<file path="config.mk">
export PLATFORM = sky130hd
export DESIGN_NAME = mux4_rr_arbiter
export DESIGN_NICKNAME = d
export VERILOG_FILES = /design/src/rtl/mux4_rr_arbiter.sv
export SDC_FILE = /design/constraint.sdc
export NUM_CORES = 1
export LEC_CHECK = 0
export CAP_MARGIN = 10
export CORE_UTILIZATION = 49
export DETAILED_ROUTE_END_ITERATION = 8
export PLACE_DENSITY = 0.78
export SYNTH_ARGS = -nofsm -noshare
export SYNTH_HDL_FRONTEND = slang
export SYNTH_SLANG_ARGS = --single-unit
</file>
<file path="constraint.sdc">
create_clock -name clk -period 2.5 [get_ports clk]
set_input_delay 0.5 -clock clk [delete_from_list [all_inputs] [get_ports clk]]
set_output_delay 0.5 -clock clk [all_outputs]
set_load 0.03 [all_outputs]
</file>
<file path="src/rtl/mux4_rr_arbiter.sv">
// Round-robin arbiter that shares a single 4:1 mux among four requesters.
// Each grant is bounded to MAX_HOLD cycles while others wait; the mux output is registered.
module mux4_rr_arbiter #(
  parameter int unsigned MAX_HOLD = 4
) (
  input  logic       clk,
  input  logic       rst_n,
  input  logic [3:0] req,
  input  logic [3:0] d,
  output logic [3:0] gnt,
  output logic [1:0] sel,
  output logic       o,
  output logic       o_valid,
  output logic       busy
);

  typedef enum logic {IDLE, GRANT} state_t;

  localparam logic [3:0] MAX_HOLD_C = 4'(MAX_HOLD);

  state_t     state_q, state_d;
  logic [1:0] sel_q, sel_d;
  logic [1:0] ptr_q, ptr_d;
  logic [3:0] hold_q, hold_d;
  logic       o_q, o_d;
  logic       o_valid_q, o_valid_d;
  logic [3:0] others;

  // First set bit of r, searching circularly upward from start.
  function automatic logic [1:0] pick(input logic [3:0] r, input logic [1:0] start);
    logic [1:0] idx;
    pick = start;
    for (int i = 3; i >= 0; i--) begin
      idx = start + 2'(i);
      if (r[idx]) pick = idx;
    end
  endfunction

  assign busy    = (state_q == GRANT);
  assign gnt     = busy ? (4'b0001 << sel_q) : 4'b0000;
  assign sel     = sel_q;
  assign o       = o_q;
  assign o_valid = o_valid_q;
  assign others  = req & ~(4'b0001 << sel_q);

  always_comb begin
    // NOTE: every always_comb output gets a default first so no path can infer a latch.
    state_d   = state_q;
    sel_d     = sel_q;
    ptr_d     = ptr_q;
    hold_d    = hold_q;
    o_d       = o_q;
    o_valid_d = 1'b0;

    if (gnt != 4'b0000) begin
      o_d       = d[sel_q];
      o_valid_d = 1'b1;
    end

    unique case (state_q)
      IDLE: begin
        if (req != 4'b0000) begin
          sel_d   = pick(req, ptr_q);
          hold_d  = 4'd1;
          state_d = GRANT;
        end
      end
      GRANT: begin
        if (!req[sel_q]) begin
          ptr_d = sel_q + 2'd1;
          if (others != 4'b0000) begin
            sel_d  = pick(others, sel_q + 2'd1);
            hold_d = 4'd1;
          end else begin
            state_d = IDLE;
          end
        end else if (hold_q >= MAX_HOLD_C && others != 4'b0000) begin
          ptr_d  = sel_q + 2'd1;
          sel_d  = pick(others, sel_q + 2'd1);
          hold_d = 4'd1;
        end else begin
          hold_d = (hold_q >= MAX_HOLD_C) ? MAX_HOLD_C : hold_q + 4'd1;
        end
      end
      default: state_d = IDLE;
    endcase
  end

  // NOTE: sequential state uses non-blocking assignments so all flops update together.
  always_ff @(posedge clk) begin
    if (!rst_n) begin
      state_q   <= IDLE;
      sel_q     <= 2'd0;
      ptr_q     <= 2'd0;
      hold_q    <= 4'd0;
      o_q       <= 1'b0;
      o_valid_q <= 1'b0;
    end else begin
      state_q   <= state_d;
      sel_q     <= sel_d;
      ptr_q     <= ptr_d;
      hold_q    <= hold_d;
      o_q       <= o_d;
      o_valid_q <= o_valid_d;
    end
  end

endmodule

</file>
==> run metrics, run 1 <==
slowest CP cell clkdlybuf4s50_1; Synth cell types 36; worst vdd ir between 0.4 and 0.5 mV; CP bufs+invs 2; crit path launch type flop; Fmax 0.428 GHz; number of I/O port buffers 18; Least-Margin Pin Slew 529 ps; cts hold-fix bufs 0; Die Span X approximately 44 um; largest net degree at the start of global routing 12; Crit path largest cell delay approximately 600 ps; most common flop cell mapped by yosys dfxtp_1; Mapped Avg Cell Area roughly 8.4 um^2; clock slew at reported path FFs ~70 ps; # nets final 141; Post-synth EDFFs 0; Diodes inserted 0; Period minus WS final approximately 2300 ps; Slew headroom between 60% and 70%; syn_nets 117; DRC Markers 1; all-layer global routing usage roughly 25%; Std-Cell Rows 14; ys async rst share 0%; Initial Util between 50 and 60%; number of synthesized register bits 11; DRT iter0 DRCs 15; drt via density slightly above 6; core box area 1560 um^2; Critical Path RT 2000 ps; Max Cap Violations 0; Clock Tree Buf Depth 2; Die Y-Extent ~44 um; H-tree levels 1; vias in the first global route 812; first-pass GRT wire length 3.48 mm; initial antenna violation count 0; total vias in the final route 857; Slew Viols, Final 0; RSZ-0062 raised after global routing false; hpwl dp roughly 1.6 mm; CTS sink count 11; GP Congestion between 0.7 and 0.8; Num CTS Buffers 3; status finished with violations; crit-path max FO 5; drt first pass iters 8; Final Cycle Share 93.5%; failing checks DRC; CTS tree built; post-CTS setup repair buffer count 0; # setup viols final 0; Lkg Pwr 0.419 nW; Worst Hold Class flop to flop; CTS Root Cell clkbuf_4; CP Class flop to output pin; antenna viol nets, final 0; grt total ovfl 0; Critical Path, Cell by Cell inv_1 -> ha_1 -> and2_1 -> clkdlybuf4s50_1; Mapped Cells slightly above 100; sequential share of the synthesized area between 20% and 30%; Mapped Area ~850 um^2; io pins 19; Routed WL roughly 2.1 mm; die area 1910 um^2; Worst EP arrival 1840 ps; P per Cell Area approximately 620 nW/um^2; Max Clock Skew approximately 3.4 ps; hold_ws about 460 ps; Crit. End Element output pin; kind of cell adding the most delay to the critical path buffers and inverters; final hold vios 0; Routed wire per std cell about 15 um; share of cells above drive strength 1 between 10% and 20%; Worst-Skew Late Latency 270 ps; # resized after CTS 0; setup_tns 0 ps; Synth warnings 0; Layout area overhead 27.7%
[registers in the layout, summed over array words and instances (netlist names)]
signal   flops
ptr_q        2
o_valid      1
busy         1
sel          2
hold_q       4
o            1
[power by group]
part | leakage, nW | total (mW) | switching [mW] | internal, mW
sequential | 0.0905 | 0.215 | 0.0192 | 0.196
combinational | 0.313 | 0.345 | 0.194 | 0.151
clock | 0.0150 | 0.121 | 0.0590 | 0.0620
total | 0.419 | 0.681 | 0.272 | 0.409
[through the flow]
stage | setup WS (ps) | util [%] | instance area [um^2] | power, mW | std cells
after floorplan | 268 | - | 855 | 0.450 | 102
after global placement | 161 | 68.3 | 1060 | 0.552 | 137
after detailed placement | 143 | 68.3 | 1060 | 0.558 | 137
after CTS | 178 | 70.0 | 1090 | 0.681 | 141
after global routing | 67.6 | 70.0 | 1090 | 0.724 | 141
final | 162 | 70.0 | 1090 | 0.681 | 141
[layout make-up]
cell class	instances	area, um^2
Fill cell	122	468
Inverter	7	26.3
Timing Repair Buffer	22	210
Tap cell	16	20.0
Sequential cell	11	220
Clock buffer	4	26.3
Multi-Input combinational cell	81	588
[worst min-delay path: cells and delay by family (launching register included)]
kind             cells  cell delay, ps
AO/OA/AOI/OAI        1              50
AND/OR/NAND/NOR      1              50
flip-flops           1             310
[logic make-up after synthesis]
kind of cell / Yosys count / synth area share [%]
multiplexers: 5 / 8.78
flip-flops: 11 / 25.8
AO/OA/AOI/OAI: 24 / 22.7
adder cells (fa/ha/maj): 5 / 7.32
AND/OR/NAND/NOR: 47 / 30.0
buffers and inverters: 10 / 5.42
[final timing paths]
path,depth (start not counted),startpoint,endpoint,slack [ps]
worst min register to register,2,hold_q[2],hold_q[2],460
worst min-delay path,2,hold_q[2],hold_q[2],460
worst max-delay path,4,sel[0],gnt[0],160
worst max register to register,8,sel[0],sel[0],460
[Yosys cell counts (2+ instances only)]
library cell	count	area [um^2]
nor4_1	2	12.5
nor2b_1	4	25.0
a211oi_1	3	22.5
mux4_2	2	45.0
nand2b_1	5	31.3
o21ai_0	3	15.0
inv_1	5	18.8
nand2_1	8	30.0
o21ai_1	2	10.0
a311oi_1	2	17.5
and2b_1	2	15.0
and2_1	5	31.3
nor3_1	5	25.0
nor2_1	12	45.0
dfxtp_1	11	220
a21oi_1	5	25.0
ha_1	5	62.6
mux2i_1	3	30.0
[routing by layer]
layer,wire length [um],global-route usage (%)
met1,953,30.0
met2,973,42.7
met3,158,7.50
met4,29,9.38
met5,0,0
[placed cells by master, fill, tap and decap left out, drive strengths merged, types with 5 or more instances in the layout]
cell,count
a21oi,5
and2,5
clkdlybuf4s50,18
dfxtp,11
ha,5
inv,6
nand2,8
nand2b,5
nor2,12
nor3,5
o21ai,5
No activity file was read; power rests on OpenSTA's default activity.
==> run 2: changes to the inputs <==
- GPL_TIMING_DRIVEN: unset -> 0
- PLACE_DENSITY: 0.78 -> 0.76
==> run 2 against run 1 <==
The flow still finishes with violations (DRC). Highest routed layer unchanged. Worst setup slack improved by 34 ps. Non-clock buffer count shrank 1. Utilization is 0.56 points lower. Die area unchanged. Wire length shrank 5.0%. Sequential power grew 2%. Combinational power down 5%.
==> run metrics, run 2 (same netlist as run 1, synthesis figures left out) <==
core box area 1560 um^2 (unchanged); Slew Viols, Final 0 (unchanged); drt via density 5.91 (-2.7%); crit path launch type flop; setup_tns 0 ps (unchanged); initial antenna violation count 0 (unchanged); DRC Markers 1 (unchanged); final hold vios 0 (unchanged); Reg with most FFs hold_q; Reg area 221 um^2 (+0.57%); Final Cycle Share 92.2% (-1.3 points); commonest non-fill, non-tap cell in the layout clkdlybuf4s50_1; CTS Root Cell clkbuf_4; most frequent cells in the layout clkdlybuf4s50_1, nor2_1, dfxtp_1; H-tree levels 1 (unchanged); Worst EP arrival 1800 ps (-40 ps); number of I/O port buffers 18 (unchanged); Clock Tree Buf Depth 2 (unchanged); CP Class flop to output pin; first-pass GRT wire length 3.19 mm (-8.5%); worst vdd ir 0.384 mV (-18%); die area 1910 um^2 (unchanged); Diodes inserted 0 (unchanged); total vias in the final route 828 (-3.4%); Worst-Skew Late Latency 280 ps (about the same); Lkg Pwr 0.418 nW (about the same); Std-Cell Rows 14 (unchanged); share of cells above drive strength 1 10.5% (-0.72 points); Routed wire per std cell 14.4 um (-4.3%); final setup margin 196 ps (+33.7 ps); CTS tree built; Crit. End Element output pin; cts hold-fix bufs 0 (unchanged); largest net degree at the start of global routing 11 (-1); RSZ-0062 raised after global routing false; # setup viols final 0 (unchanged); failing checks DRC; Die Y-Extent 43.8 um (unchanged); vias in the first global route 726 (-11%); # nets final 140 (-0.71%); GP Congestion 0.830 (+4.5%); Max Cap Violations 0 (unchanged); Period minus WS final 2300 ps (-33.7 ps); all-layer global routing usage 23.2% (-2.0 points); antenna viol nets, final 0 (unchanged); Num CTS Buffers 3 (unchanged); clock slew at reported path FFs 70 ps (about the same); Worst Hold Class flop to flop; fill count 135 (+11%); hpwl dp 1.45 mm (-8.9%); Fmax 0.434 GHz (+1.5%); multi-input logic area 588 um^2 (unchanged); Largest register FFs 4 (unchanged); Place WS 91.9 ps (-50.9 ps); post-CTS setup repair buffer count 0 (unchanged); Critical Path RT 2000 ps (about the same); Least-Margin Pin Slew 509 ps (-20.9 ps); Layout area overhead 26.6%; P per Cell Area 622 nW/um^2 (-0.31%); Initial Util 54.8% (unchanged); DRT iter0 DRCs 30 (+15); crit-path max FO 7 (+2); CTS sink count 11 (unchanged); grt total ovfl 0 (unchanged); Die Span X 43.8 um (unchanged); # resized after CTS 3 (+3); Routed WL 2.01 mm (-5.0%); drt first pass iters 6 (-2); Slew headroom 65.8% (+1.4 points); io pins 19 (unchanged); Max Clock Skew 4.18 ps (+0.797 ps); status finished with violations
==> run 2: cell count changes in the layout (fill, tap and decap cells not counted), sizes merged <==
cell,change
buf,-2
clkbuf,+1
clkdlybuf4s50,-2
dlygate4sd2,+2
==> run 2: through the flow <==
step	total power [mW]	instances	hold WS [ps]	area (um^2)	utilization, %
finish	0.673	140	462	1080	69.4
global route	0.720	140	490	1080	69.4
CTS	0.676	140	467	1080	69.3
detailed placement	0.548	136	456	1050	67.7
global placement	0.545	136	441	1050	67.7
floorplan	0.450	102	432	855	-
==> run 2: metal layers <==
layer	track usage [%]	vias up	share of wire, %
met2	36.1	33	44
met4	13.1	0	2.4
met3	6.25	6	6.7
met5	0	-	0
li1	-	419	-
met1	28.8	370	47
==> run 2: power breakdown <==
part,switching [mW],internal [mW]
combinational,0.183,0.145
clock,0.0640,0.0620
sequential,0.0232,0.196
==> run 2: cell type report <==
class | count | area share (%)
flip-flops and latches | 11 | 20.5
multi-input cells | 81 | 54.3
well taps | 16 | 1.85
clock buffers | 4 | 2.43
repair buffers | 18 | 16.4
inverters | 7 | 2.43
plain buffers | 3 | 2.08
==> run 2: path summary, 6_finish.rpt <==
kind | start | end | slack, ps | cells after the start
worst max register to register | sel[0] | sel[0] | 300 | 9
worst min-delay path | hold_q[2] | hold_q[2] | 460 | 2
worst min register to register | hold_q[2] | hold_q[2] | 460 | 2
worst max-delay path | sel[1] | gnt[1] | 200 | 4
==> run 2: worst max-delay path: stages, from the launching register on <==
cell	delay, ps
dfxtp_1	480
inv_1	100
ha_1	200
and2_1	150
clkdlybuf4s50_1	590
==> run 3: changes to the inputs <==
- SKIP_CTS_REPAIR_TIMING: unset -> 1
==> run 3 against run 2 <==
The flow still finishes with violations (DRC). Worst hold slack is the same. Via count shrank 1.8%. Sequential cell count is the same. Wire length grew 0.20%. Global-route usage is the same. First-iteration DRC count is the same. Clock skew is essentially flat. Cell area grew 0.69%. Non-clock buffer count is the same. Critical path type unchanged.
==> run metrics, run 3 (same netlist as run 1, synthesis figures left out) <==
status finished with violations; failing checks DRC; vias in the first global route 726 (unchanged); Fmax 0.433 GHz (-0.22%); RSZ-0062 raised after global routing false; Place WS 91.9 ps (unchanged); Critical Path, Cell by Cell inv_1 -> ha_1 -> and2_1 -> clkdlybuf4s50_1; all-layer global routing usage 23.2% (unchanged); # setup viols final 0 (unchanged); crit path launch type flop; Slew Viols, Final 0 (unchanged); final setup margin 191 ps (-5.20 ps); fill count 134 (-0.74%); io pins 19 (unchanged); max layer used met4; Die Span X 43.8 um (unchanged); Die Y-Extent 43.8 um (unchanged); CP Class flop to output pin; H-tree levels 1 (unchanged); slowest CP cell clkdlybuf4s50_1; Least-Margin Pin Slew 494 ps (-14.3 ps); Lkg Pwr 0.441 nW (+5.4%); DRT iter0 DRCs 30 (unchanged); Layout area overhead 27.5%; Comb power frac 48.8% (about the same); Slew headroom 66.7% (+0.96 points); Placed Instances 136 (unchanged); Routed WL 2.01 mm (+0.20%); DRC Markers 1 (unchanged); Reg power frac 32.5% (about the same); setup_tns 0 ps (unchanged); CTS tree built; Std-Cell Rows 14 (unchanged); Switch Pwr 0.270 mW (about the same); drt via density 5.81 (-1.8%); core box area 1560 um^2 (unchanged); wl on met1 985 um (+4.7%); Worst-Skew Late Latency 280 ps (about the same); largest net degree at the start of global routing 11 (unchanged); share of cells above drive strength 1 10.5% (unchanged); die area 1910 um^2 (unchanged); total vias in the final route 813 (-1.8%); Util after Layout 69.9% (+0.48 points); GP Congestion 0.830 (unchanged); hpwl dp 1.45 mm (unchanged); antenna viol nets, final 0 (unchanged); Period minus WS final 2310 ps (+5.20 ps); final hold vios 0 (unchanged); Largest register FFs 4 (unchanged); switch share 40.0% (-0.11 points); Final Cycle Share 92.4% (+0.21 points); Max Cap Violations 0 (unchanged); grt total ovfl 0 (unchanged); Worst Hold Class flop to flop; initial antenna violation count 0 (unchanged); commonest non-fill, non-tap cell in the layout clkdlybuf4s50_1; routed wl met2 863 um (-2.4%); drt first pass iters 6 (unchanged); Worst EP arrival 1810 ps (about the same); CTS sink count 11 (unchanged); most frequent cells in the layout clkdlybuf4s50_1, nor2_1, dfxtp_1; internal power 0.405 mW (+0.52%); Diodes inserted 0 (unchanged); Final Non-Filler Cells 140 (unchanged); Num CTS Buffers 3 (unchanged); clock slew at reported path FFs 70 ps (about the same); area post-placement 1050 um^2 (unchanged); Reg with most FFs hold_q; CTS Root Cell clkbuf_4; Crit. End Element output pin; crit-path max FO 7 (unchanged); # nets final 140 (unchanged); number of I/O port buffers 18 (unchanged); Max Clock Skew 3.98 ps (-0.202 ps); Critical Path RT 2000 ps (about the same); Clock power frac 18.6% (about the same); P per Cell Area 620 nW/um^2 (-0.37%); Routed wire per std cell 14.4 um (+0.20%); met3 WL 121 um (-9.7%); worst vdd ir 0.384 mV (+0.12%); first-pass GRT wire length 3.19 mm (unchanged); final instance area 1090 um^2 (+0.69%); Crit path largest cell delay 590 ps (about the same); Clock Tree Buf Depth 2 (unchanged); Initial Util 54.8% (unchanged)
run 3: layer usage:
metal	vias to the layer above	GRT usage (%)
met5	-	0
li1	420	-
met1	361	28.8
met4	0	13.1
met3	4	6.25
met2	28	36.1
run 3: critical path: cells and delay by family, from the launching register on:
kind	cells	cell delay [ps]
buffers and inverters	2	690
DFF	1	480
adders and majority gates	1	210
and+or+nand+nor	1	160
run 3: path summary, 6_finish.rpt:
| check | startpoint | endpoint | slack, ps | cells after the start |
|---|---|---|---|---|
| hold reg to reg | hold_q[2] | hold_q[2] | 460 | 2 |
| setup reg to reg | sel[0] | sel[0] | 260 | 9 |
| hold / removal | hold_q[2] | hold_q[2] | 460 | 2 |
| setup / recovery | sel[1] | gnt[1] | 190 | 4 |
run 3: power by group through the flow:
stage / logic, mW / registers, mW / clock network, mW
2_1_floorplan: 0.208 / 0.242 / 0
3_3_place_gp: 0.323 / 0.222 / 0
3_5_place_dp: 0.326 / 0.222 / 0
4_1_cts: 0.329 / 0.219 / 0.130
5_1_grt: 0.361 / 0.223 / 0.138
6_report: 0.330 / 0.220 / 0.126
run 3: cell type report:
type | instances | area, um^2 | share of cell area, %
Buffer | 3 | 22.5 | 2.07
Clock buffer | 4 | 26.3 | 2.41
Inverter | 7 | 26.3 | 2.41
Multi-Input combinational cell | 81 | 588 | 54.0
Sequential cell | 11 | 221 | 20.3
Tap cell | 16 | 20.0 | 1.84
Timing Repair Buffer | 18 | 185 | 17.0
run 3: stage by stage:
step,power [mW],hold WS [ps]
2_1_floorplan,0.450,432
3_3_place_gp,0.545,441
3_5_place_dp,0.548,456
4_1_cts,0.678,467
5_1_grt,0.722,490
6_report,0.675,462
==> RTL change, RTL diff (flow settings as in run 1) <==
Reset style: asynchronous (`rst_n`), changed in one clocked block.
--- a/src/rtl/mux4_rr_arbiter.sv
+++ b/src/rtl/mux4_rr_arbiter.sv
@@ -87,7 +87,7 @@
   end
 
   // NOTE: sequential state uses non-blocking assignments so all flops update together.
-  always_ff @(posedge clk) begin
+  always_ff @(posedge clk or negedge rst_n) begin
     if (!rst_n) begin
       state_q   <= IDLE;
       sel_q     <= 2'd0;
Formal check against the unedited RTL: differs if rst_n is asserted again (counterexample within 4 cycles, from zero or initial values and one cycle with rst_n low); with rst_n held inactive, the same outputs for 10 cycles.
==> RTL change against run 1 <==
Sequential cell count did not move; fmax fell by 1.5%; sequential share of layout area rose by 3.9 points; utilization fell by 3.5 points; routed wire length fell by 0.66%; cell area rose by 5.3%; worst setup slack got worse by 36 ps; critical endpoint unchanged; synthesized cell count fell by 2.0%; area after synthesis rose by 5.6%.
Power is not compared: it rests on default switching activity, and its combinational part moved more than twofold at a synthesized area within 25%.
==> RTL change: results (changes against run 1) <==
| Metric | Value |
|---|---|
| Post-DP HPWL | 1.611 mm (+1.6%) |
| Tot GR Track Use | 23.67% (-1.6 points) |
| Met1 Usage GRT | 29.97% (about the same) |
| Met2 wire length | 1.013 mm (+4.1%) |
| First-pass GRT wire length | 3.456 mm (-0.80%) |
| Setup Skew | 0.5083 ps (-2.874 ps) |
| Routed length on met3 | 127 um (-20%) |
| Compound-Gate Fraction of Synth Area | 22.47% (-0.23 points) |
| Syn_nets | 115 (-1.7%) |
| Proportion of synthesized area in mux cells | 9.570% (+0.79 points) |
| Vias in the first global route | 769 (-5.3%) |
| CP arrival | 1870 ps (+30 ps) |
| Commonest cells in the netlist | 11 x dfrtp_1, 9 x nor2_1, 7 x inv_1 |
| M1 WL | 919 um (-3.6%) |
| Largest net degree at the start of global routing | 14 (+2) |
| Met2 track demand over resource | 37.65% (-5.0 points) |
| Unique cell type count in the Yosys netlist | 42 (+17%) |
| Met3 Track Usage GR | 8.000% (+0.50 points) |
| Via/cell ratio | 5.776 (-5.0%) |
| DP Area | 0.001116 mm2 (+4.8%) |
| Synth top area cells | dfrtp_1 31%, ha_1 6.9%, nor2_1 3.7% |
| Async set-reset flop share out of synthesis | 100.0% (+100 points) |
| Fillers | 153 (+25%) |
| Seq/Total Area, Yosys | 30.51% (+4.7 points) |
| Post-synthesis adder-cell area fraction | 6.935% (-0.39 points) |
| Status | completed |
| Drt initial violations | 13 (-2) |
| Share of cells above drive strength 1 | 14.75% (+3.6 points) |
| Slew @ Worst Pin | 519.4 ps (-10.07 ps) |
| Nets@finish | 138 (-2.1%) |
| DR WL/cell | 14.29 um (-4.7%) |
| Post-Place Worst Slack | 0.2636 ps (-142.5 ps) |
| Final GP Congestion | 0.9277 (+17%) |
| First drt pass iteration count | 4 (-4) |
[RTL change: changes by cell type in the layout (fill, tap and decap cells not counted), sizes merged, moves of 3 or more]
cell | run 1 | this run
dfrtp | 0 | 11
dfxtp | 11 | 0
nor3 | 5 | 1
mux2 | 0 | 3
nor2 | 12 | 9
[RTL change: power groups by stage]
stage               logic, uW  clock network, uW  registers, uW
CTS                      1010                122            357
global route             1100                130            375
detailed placement       1010                  0            361
finish                   1010                119            360
global placement          985                  0            357
floorplan                 653                  0            399
[RTL change: cells by family after synthesis]
logic type	after synthesis
AO/OA/AOI/OAI	27
buffers and inverters	10
multiplexers	7
flip-flops	11
adder cells (fa/ha/maj)	5
AND/OR/NAND/NOR	40
[RTL change: path summary, 6_finish.rpt]
kind,start,end,slack (ps),depth (start not counted)
setup reg to reg,sel[1],ptr_q[1],310,7
setup / recovery,sel[1],gnt[0],130,4
hold reg to reg,hold_q[1],hold_q[1],500,1
max in group asynchronous,rst_n,sel[0],1550,1
hold / removal,hold_q[1],hold_q[1],500,1
min in group asynchronous,rst_n,hold_q[2],570,1
[RTL change: metrics by stage]
step / instances / utilization [%]
after global routing: 147 / 66.52
after detailed placement: 143 / 64.64
final: 147 / 66.52
after global placement: 143 / 64.64
after floorplan: 100 / -
after CTS: 147 / 66.16
[RTL change: worst max-delay path: stages, from the launching register on]
cell,delay [ps]
dfrtp_1,490
inv_1,120
ha_1,180
and2_1,140
clkdlybuf4s50_1,670
[RTL change: cell type report]
class | count | area (um2) | share of cell area [%]
Timing Repair Buffer | 21 | 207.7 | 18.08
Clock buffer | 4 | 26.28 | 2.288
Sequential cell | 11 | 276.5 | 24.07
Tap cell | 25 | 31.28 | 2.723
Multi-Input combinational cell | 79 | 580.6 | 50.54
Inverter | 7 | 26.28 | 2.288
